===== src/rtl/fuzzy_pkg.sv =====
// Shared types and constants for the trapezoidal membership sequencer.
// Latency: n/a (declarations only).
// Backpressure: n/a.
// Contents: FSM state enum, widths, cfg-word field offsets, one divider step helper.
package fuzzy_pkg;

    localparam int W          = 8;
    localparam int MU_MAX     = 255;
    localparam int DIV_CYCLES = 16;

    // One set occupies a 32-bit cfg word laid out as {A,B,C,D}, A in the MSB byte.
    localparam int CFG_WORD_W = 4 * W;
    localparam int OFF_A      = 3 * W;
    localparam int OFF_B      = 2 * W;
    localparam int OFF_C      = 1 * W;
    localparam int OFF_D      = 0;

    typedef enum logic [2:0] {
        ST_IDLE,
        ST_CLASSIFY,
        ST_DIVIDE,
        ST_STORE,
        ST_DONE
    } trap_state_t;

    // One restoring-division step: returns {remainder[7:0], quotient[15:0]}.
    // The remainder always stays below the divisor (<=255), so the 8-bit modular
    // subtraction of the low byte yields the exact remainder even when the
    // shifted value carries into bit 8.
    function automatic logic [23:0] div_step(input logic [7:0]  rem,
                                             input logic [15:0] quo,
                                             input logic [7:0]  dvs);
        logic [8:0] sh;
        sh = {rem, quo[15]};
        if (sh >= {1'b0, dvs}) begin
            div_step = {sh[7:0] - dvs, quo[14:0], 1'b1};
        end else begin
            div_step = {sh[7:0], quo[14:0], 1'b0};
        end
    endfunction

endpackage


===== src/rtl/trap_membership_seq_if.sv =====
// Request/response bundle between the input-sampling stage and the sequencer.
// Latency: n/a (wires only).
// Backpressure: none; start is dropped by the slave while busy or done.
// master drives start/x/cfg and receives busy/done/mu; slave is the sequencer side.
interface trap_membership_seq_if #(
    parameter int N_SETS = 4,
    parameter int W      = 8
) ();
    logic                  start;
    logic [W-1:0]          x;
    logic [N_SETS*4*W-1:0] cfg;
    logic                  busy;
    logic                  done;
    logic [N_SETS*W-1:0]   mu;

    modport master (output start, x, cfg, input  busy, done, mu);
    modport slave  (input  start, x, cfg, output busy, done, mu);
endinterface


===== src/rtl/trap_div_serial.sv =====
// 16/8 unsigned restoring divider, one quotient bit per clock.
// Latency: ready pulses exactly DIV_CYCLES cycles after the load cycle.
// Backpressure: none; a new load restarts the division, quotient holds after ready.
// Ports: clk, rst (async, active-high), load_i, dividend_i[15:0], divisor_i[7:0],
//        quotient_o[15:0], ready_o.
module trap_div_serial
    import fuzzy_pkg::*;
(
    input  logic        clk,
    input  logic        rst,
    input  logic        load_i,
    input  logic [15:0] dividend_i,
    input  logic [7:0]  divisor_i,
    output logic [15:0] quotient_o,
    output logic        ready_o
);

    logic [7:0]  rem_q;
    logic [15:0] quo_q;
    logic [7:0]  dvs_q;
    logic [4:0]  cnt_q;
    logic        run_q;
    logic        ready_q;

    // The load cycle already performs the first step, so 15 further steps
    // complete the quotient and ready lands DIV_CYCLES cycles after load.
    always_ff @(posedge clk or posedge rst) begin
        if (rst) begin
            rem_q   <= '0;
            quo_q   <= '0;
            dvs_q   <= '0;
            cnt_q   <= '0;
            run_q   <= 1'b0;
            ready_q <= 1'b0;
        end else if (load_i) begin
            {rem_q, quo_q} <= div_step(8'd0, dividend_i, divisor_i);
            dvs_q          <= divisor_i;
            cnt_q          <= 5'd1;
            run_q          <= 1'b1;
            ready_q        <= 1'b0;
        end else if (run_q) begin
            {rem_q, quo_q} <= div_step(rem_q, quo_q, dvs_q);
            cnt_q          <= cnt_q + 5'd1;
            run_q          <= (cnt_q != 5'(DIV_CYCLES - 1));
            ready_q        <= (cnt_q == 5'(DIV_CYCLES - 1));
        end else begin
            ready_q <= 1'b0;
        end
    end

    assign quotient_o = quo_q;
    assign ready_o    = ready_q;

endmodule


===== src/rtl/trap_membership_seq.sv =====
// Evaluates trapezoidal membership of one crisp x against N_SETS sets, one shared divider.
// Latency: done at cycle 1 + sum(2 per flat set, 18 per slope set) after the accept edge.
// Backpressure: none; start is only sampled in IDLE, extra starts are dropped, not queued.
// Ports: clk, rst (async, active-high), bus (slave: start/x/cfg in, busy/done/mu out).
module trap_membership_seq
    import fuzzy_pkg::*;
#(
    parameter int N_SETS = 4
) (
    input  logic                 clk,
    input  logic                 rst,
    trap_membership_seq_if.slave bus
);

    localparam int IDX_W = (N_SETS > 1) ? $clog2(N_SETS) : 1;

    trap_state_t             state_q, state_d;
    logic [IDX_W-1:0]        idx_q;
    logic [W-1:0]            x_q;
    logic [CFG_WORD_W-1:0]   cfg_q [N_SETS];
    logic [W-1:0]            mu_q  [N_SETS];
    logic [W-1:0]            res_q;

    logic [CFG_WORD_W-1:0]   cur_word;
    logic [W-1:0]            bp_a, bp_b, bp_c, bp_d;
    logic [W-1:0]            span_num;
    logic                    cls_trivial;
    logic [W-1:0]            cls_res;
    logic [15:0]             div_dividend;
    logic [W-1:0]            div_divisor;
    logic                    div_load;
    logic [15:0]             div_quotient;
    logic                    div_ready;
    logic [W-1:0]            div_res;
    logic                    last_set;

    // ---------------- classification of the current set ----------------
    // The plateau test runs first so shoulder-shaped sets (A=B or C=D) read
    // full membership at the shared breakpoint. Slopes are only reached with
    // A<X<B or C<X<D, so the divisor is never zero even for malformed sets.
    always_comb begin
        cur_word     = cfg_q[idx_q];
        bp_a         = cur_word[OFF_A +: W];
        bp_b         = cur_word[OFF_B +: W];
        bp_c         = cur_word[OFF_C +: W];
        bp_d         = cur_word[OFF_D +: W];
        cls_trivial  = 1'b1;
        cls_res      = '0;
        span_num     = '0;
        div_dividend = '0;
        div_divisor  = '0;
        if (x_q >= bp_b && x_q <= bp_c) begin
            cls_res = W'(MU_MAX);
        end else if (x_q <= bp_a || x_q >= bp_d) begin
            cls_res = '0;
        end else if (x_q < bp_b) begin
            cls_trivial  = 1'b0;
            span_num     = x_q - bp_a;
            div_dividend = {8'd0, span_num} * 16'(MU_MAX);
            div_divisor  = bp_b - bp_a;
        end else begin
            cls_trivial  = 1'b0;
            span_num     = bp_d - x_q;
            div_dividend = {8'd0, span_num} * 16'(MU_MAX);
            div_divisor  = bp_d - bp_c;
        end
    end

    // Quotient is below 255 whenever numerator < denominator; the clamp only
    // guards against an impossible overflow rather than wrapping silently.
    assign div_res  = (|div_quotient[15:8]) ? W'(MU_MAX) : div_quotient[7:0];
    assign last_set = (idx_q == IDX_W'(N_SETS - 1));

    trap_div_serial u_div (
        .clk        (clk),
        .rst        (rst),
        .load_i     (div_load),
        .dividend_i (div_dividend),
        .divisor_i  (div_divisor),
        .quotient_o (div_quotient),
        .ready_o    (div_ready)
    );

    // ---------------- FSM: state register ----------------
    always_ff @(posedge clk or posedge rst) begin
        if (rst) begin
            state_q <= ST_IDLE;
        end else begin
            state_q <= state_d;
        end
    end

    // ---------------- FSM: next state ----------------
    always_comb begin
        state_d = state_q;
        case (state_q)
            ST_IDLE:     if (bus.start) state_d = ST_CLASSIFY;
            ST_CLASSIFY: state_d = cls_trivial ? ST_STORE : ST_DIVIDE;
            ST_DIVIDE:   if (div_ready) state_d = ST_STORE;
            ST_STORE:    state_d = last_set ? ST_DONE : ST_CLASSIFY;
            ST_DONE:     state_d = ST_IDLE;
            default:     state_d = ST_IDLE;
        endcase
    end

    // ---------------- FSM: outputs ----------------
    always_comb begin
        bus.busy = 1'b0;
        bus.done = 1'b0;
        div_load = 1'b0;
        case (state_q)
            ST_CLASSIFY: begin
                bus.busy = 1'b1;
                div_load = !cls_trivial;
            end
            ST_DIVIDE:   bus.busy = 1'b1;
            ST_STORE:    bus.busy = 1'b1;
            ST_DONE:     bus.done = 1'b1;
            default:     ;
        endcase
    end

    // ---------------- datapath registers ----------------
    // x and cfg are snapshotted at accept so the whole run sees one request.
    always_ff @(posedge clk or posedge rst) begin
        if (rst) begin
            x_q   <= '0;
            idx_q <= '0;
            res_q <= '0;
            for (int i = 0; i < N_SETS; i++) begin
                cfg_q[i] <= '0;
                mu_q[i]  <= '0;
            end
        end else begin
            case (state_q)
                ST_IDLE: begin
                    if (bus.start) begin
                        x_q   <= bus.x;
                        idx_q <= '0;
                        for (int i = 0; i < N_SETS; i++) begin
                            cfg_q[i] <= bus.cfg[i*CFG_WORD_W +: CFG_WORD_W];
                        end
                    end
                end
                ST_CLASSIFY: if (cls_trivial) res_q <= cls_res;
                ST_DIVIDE:   if (div_ready) res_q <= div_res;
                ST_STORE: begin
                    mu_q[idx_q] <= res_q;
                    if (!last_set) idx_q <= idx_q + IDX_W'(1);
                end
                default: ;
            endcase
        end
    end

    for (genvar g = 0; g < N_SETS; g++) begin : g_mu
        assign bus.mu[g*W +: W] = mu_q[g];
    end

endmodule


===== src/flat_wrapper.sv =====
// flat-port wrapper written by rule: the top's interface ports become plain ports
module trap_membership_seq_flat import fuzzy_pkg::*;
#(
    parameter int N_SETS = 4
)
  (clk, rst, bus_start, bus_x, bus_cfg, bus_busy, bus_done, bus_mu);
  trap_membership_seq_if #(.N_SETS(N_SETS), .W(8)) bus_i ();
  input  logic clk;
  input  logic rst;
  input wire logic [$bits(bus_i.start)-1:0] bus_start;
  input wire logic [$bits(bus_i.x)-1:0] bus_x;
  input wire logic [$bits(bus_i.cfg)-1:0] bus_cfg;
  output wire logic [$bits(bus_i.busy)-1:0] bus_busy;
  output wire logic [$bits(bus_i.done)-1:0] bus_done;
  output wire logic [$bits(bus_i.mu)-1:0] bus_mu;
  assign bus_i.start = bus_start;
  assign bus_i.x = bus_x;
  assign bus_i.cfg = bus_cfg;
  assign bus_busy = bus_i.busy;
  assign bus_done = bus_i.done;
  assign bus_mu = bus_i.mu;
  trap_membership_seq #(.N_SETS(N_SETS)) u_core (.clk(clk), .rst(rst), .bus(bus_i));
endmodule

===== config.mk =====
export PLATFORM = sky130hd
export DESIGN_NAME = trap_membership_seq_flat
export DESIGN_NICKNAME = d
export VERILOG_FILES = /design/src/rtl/fuzzy_pkg.sv /design/src/rtl/trap_membership_seq_if.sv /design/src/rtl/trap_div_serial.sv /design/src/rtl/trap_membership_seq.sv /design/src/flat_wrapper.sv
export SDC_FILE = /design/constraint.sdc
export NUM_CORES = 1
export LEC_CHECK = 0
export BUFFER_PORTS_ARGS = -buffer_cell sky130_fd_sc_hd__buf_2
export CAP_MARGIN = 20
export CELL_PAD_IN_SITES_DETAIL_PLACEMENT = 0
export CELL_PAD_IN_SITES_GLOBAL_PLACEMENT = 1
export CORE_ASPECT_RATIO = 1.5
export CORE_MARGIN = 3
export CORE_UTILIZATION = 43
export CTS_CLUSTER_SIZE = 24
export DETAILED_ROUTE_END_ITERATION = 8
export MAX_ROUTING_LAYER = met4
export PLACE_DENSITY = 0.87
export SLEW_MARGIN = 10
export SYNTH_ARGS = -nofsm -noshare
export SYNTH_HDL_FRONTEND = slang
export SYNTH_SLANG_ARGS = --single-unit

===== constraint.sdc =====
create_clock -name clk -period 7.6 [get_ports clk]
set_input_delay 1.52 -clock clk [delete_from_list [all_inputs] [get_ports clk]]
set_output_delay 1.52 -clock clk [all_outputs]
set_load 0.1 [all_outputs]

==> flow_summary.yaml <==
worst_hold_path:
  hold_path_class: "reg2reg"
  hp-start: "u_core.u_div.dvs_q[2]$_DFFE_PP0P_"
route:
  vias: 10810
  vias_per_cell: 5.220
  drc_errors: 0
  drtIter0Drc: 381
  drt_wl_total_um: 36070
  postRouteAntennaNets: 0
  wire_per_inst_um: 17.42
  first_pass_iters: 4
global_route:
  grt_pass1_vias: 11780
  grt_usage_pct: 20.25
  overflow: 0
  antenna_found_initial: 3
  grt_max_degree: 146
  grt_pass1_wl_um: 59130
placement:
  portBuffers: 172
  hpwlAfterDp_um: 28490
  pre_cts_slack_ps: -35.88
  gp_congestion: 0.9027
layout:
  layout-drive-gt1-share_pct: 32.69
  post-route-util_pct: 52.00
  fillCellCount: 3026
  nNetsFinal: 1908
  area_growth_pct: 18.88
timing:
  clock.fmax_mhz: 135.9
  finalHoldViolCount: 0
  finalWorstSetupSlack_ps: 242.4
  setup_viol: 0
  skew_ps: 10.34
  drv_slew: 0
  fin_crit_ps: 7358
  relSlewSlack_pct: 34.90
  post-route-period-util_pct: 96.81
  tightest_slew_ps: 972.2
setup_path:
  required_ps: 8070
  critPathKind: "reg2reg"
  rr_startpoint: "u_core.idx_q[0]$_DFFE_PP0P_"
  critPathLaunchType: "flop"
  startpoint: "u_core.idx_q[0]$_DFFE_PP0P_"
  reg2reg_slack_ps: 240
  slowest_stage: "mux4_2"
  end_kind: "flop"
  rr_worst_depth: 32
  crit_arrival_ps: 7820
  reg2reg_to: "u_core.u_div.rem_q[2]$_DFFE_PP0P_"
  worstSetupEndpoint: "u_core.u_div.rem_q[2]$_DFFE_PP0P_"
  crit_fanout: 4
  critPathMaxStageDelay_ps: 570
yosys:
  yosys_most_used_dff: "dfrtp_1"
  ys_seq_area_share_pct: 36.61
  synth_area_per_cell_um2: 11.03
  synth.lib_cells_used.distinct: 63
  ys_ff_latch: 220
  synth_edf_count: 0
  syn_area_mm2: 0.01504
  syn-num-nets: 1688
  ys_warn_count: 0
  netlist_instances: 1363
  synthArstFlopShare_pct: 100.0
cts:
  cts_tree: "yes"
  cts-root-buf: "clkbuf_16"
  cts-htree-levels: 1
  cts.sinks: 220
  clk_path_buf_depth: 3
  clock_latency_ps: 540
  numCtsBuffers: 23
  clkTransAtPathRegs_ps: 60
  holdBufCountCts: 0
die:
  rows: 83
  die_area_mm2: 0.03730
  die_x_um: 158.7
  ios: 173
  dieHeight_um: 235.0
  core_mm2: 0.03437
  start_util_pct: 43.74
run_status:
  status: "completed"
flow_run:
  drv_cap: 0
[logic make-up (layout without fill, tap and decap cells)]
kind of cell | Yosys count | in the layout | synth area share, %
other | 0 | 3 | 0
adders and majority gates | 189 | 189 | 17.92
muxes | 225 | 225 | 18.99
AOI/OAI and AO/OA | 232 | 232 | 9.586
DFF | 220 | 220 | 36.61
xor gates and xnor gates | 84 | 84 | 4.943
buffers and inverters | 215 | 452 | 5.442
and+or+nand+nor | 198 | 198 | 6.507
[stage by stage]
step                      cells  hold slack (ps)  TNS [ps]  area, um^2
after floorplan            1363            449.8         0       15100
after global placement     2016            467.8         0       16840
after detailed placement   2017            472.2    -103.1       16840
after CTS                  2059            487.0         0       17620
after global routing       2070            516.8    -118.4       17880
final                      2070            484.0         0       17880
[per-layer routing]
metal / global-route usage [%] / vias to the layer above / share of wire (%)
met2: 35.51 / 210 / 54
met3: 2.561 / 87 / 3.2
met5: - / - / 0
met1: 22.18 / 5308 / 38
met4: 10.20 / 0 / 5.6
li1: - / 5200 / -
[registers in the layout, indices dropped and copies added (netlist names), 5 cells and up]
signal                   flops
u_core.u_div.cnt_q           5
u_core.u_div.rem_q           8
u_core.res_q                 8
u_core.u_div.quotient_o     16
u_core.bus.mu               32
u_core.u_div.dvs_q           8
u_core.cfg_q               128
u_core.x_q                   8
[cells in the mapped netlist, types with 5 or more instances]
cell	instances	area, um^2
buf_1	8	30.03
o22ai_1	5	31.28
mux2i_1	31	310.3
buf_2	6	30.03
fa_1	45	900.9
ha_1	141	1764
mux2_2	162	1824
xnor2_1	45	394.1
o21ai_0	69	345.3
dfrtp_1	220	5505
a21o_1	21	157.7
nand2_1	60	225.2
a21oi_1	62	310.3
a31oi_1	5	31.28
mux4_2	32	720.7
and3_1	9	56.30
o211ai_1	12	90.09
nand4_1	9	56.30
clkbuf_1	31	116.4
o21bai_1	7	52.55
nor2_1	49	183.9
nor3_1	13	65.06
xor2_1	38	332.8
nand2b_1	7	43.79
a211oi_1	12	90.09
nor2b_1	16	100.1
inv_1	169	634.4
o21a_1	12	90.09
nand3_1	10	50.05
[area by class of cell]
class	instances	area (um^2)	share of cell area [%]
Clock inverter	12	128.9	0.7209
Inverter	169	641.9	3.591
Tap cell	467	584.3	3.269
Sequential cell	220	5508	30.81
Timing Repair Buffer	241	1425	7.972
Antenna cell	3	7.507	0.04200
Clock buffer	30	621.8	3.479
Multi-Input combinational cell	928	8959	50.12
[cell usage in the layout, fill, tap and decap left out, types with 46 or more instances in the layout]
cell / instances
a21oi_1: 58
dfrtp_1: 218
nand2_1: 60
mux2_2: 162
buf_2: 173
inv_1: 165
ha_1: 133
buf_4: 62
nor2_1: 46
o21ai_0: 66
[critical path: cells and delay by family, from the launching register on]
family / cells / cell delay, ps
buffers and inverters: 6 / 440
adder cells (fa/ha/maj): 7 / 2380
AND/OR/NAND/NOR: 7 / 1450
XOR/XNOR: 4 / 600
multiplexers: 2 / 740
AO/OA/AOI/OAI: 6 / 1250
flip-flops: 1 / 400
[worst min-delay path by stage]
stage | slack, ps | cells after the start | end
after CTS | 490 | 2 | u_core.u_div.dvs_q[3]$_DFFE_PP0P_
after global routing | 520 | 1 | u_core.cfg_q[93]$_DFFE_PP0P_
after floorplan | 450 | 2 | u_core.u_div.dvs_q[2]$_DFFE_PP0P_
final | 480 | 2 | u_core.u_div.dvs_q[2]$_DFFE_PP0P_
after detailed placement | 470 | 2 | u_core.u_div.dvs_q[3]$_DFFE_PP0P_
after global placement | 470 | 2 | u_core.u_div.dvs_q[2]$_DFFE_PP0P_
[repair_timing]
item | 4_1_cts | 5_1_grt
setup buffers | 0 | 8
setup endpoints to repair | 5 | 9
pin swaps | 0 | 20
gates resized for setup | 5 | 35
Power is left out: the tool's default activity adds up to more than one toggle a clock period on the data nets, which glitch-free logic cannot reach.
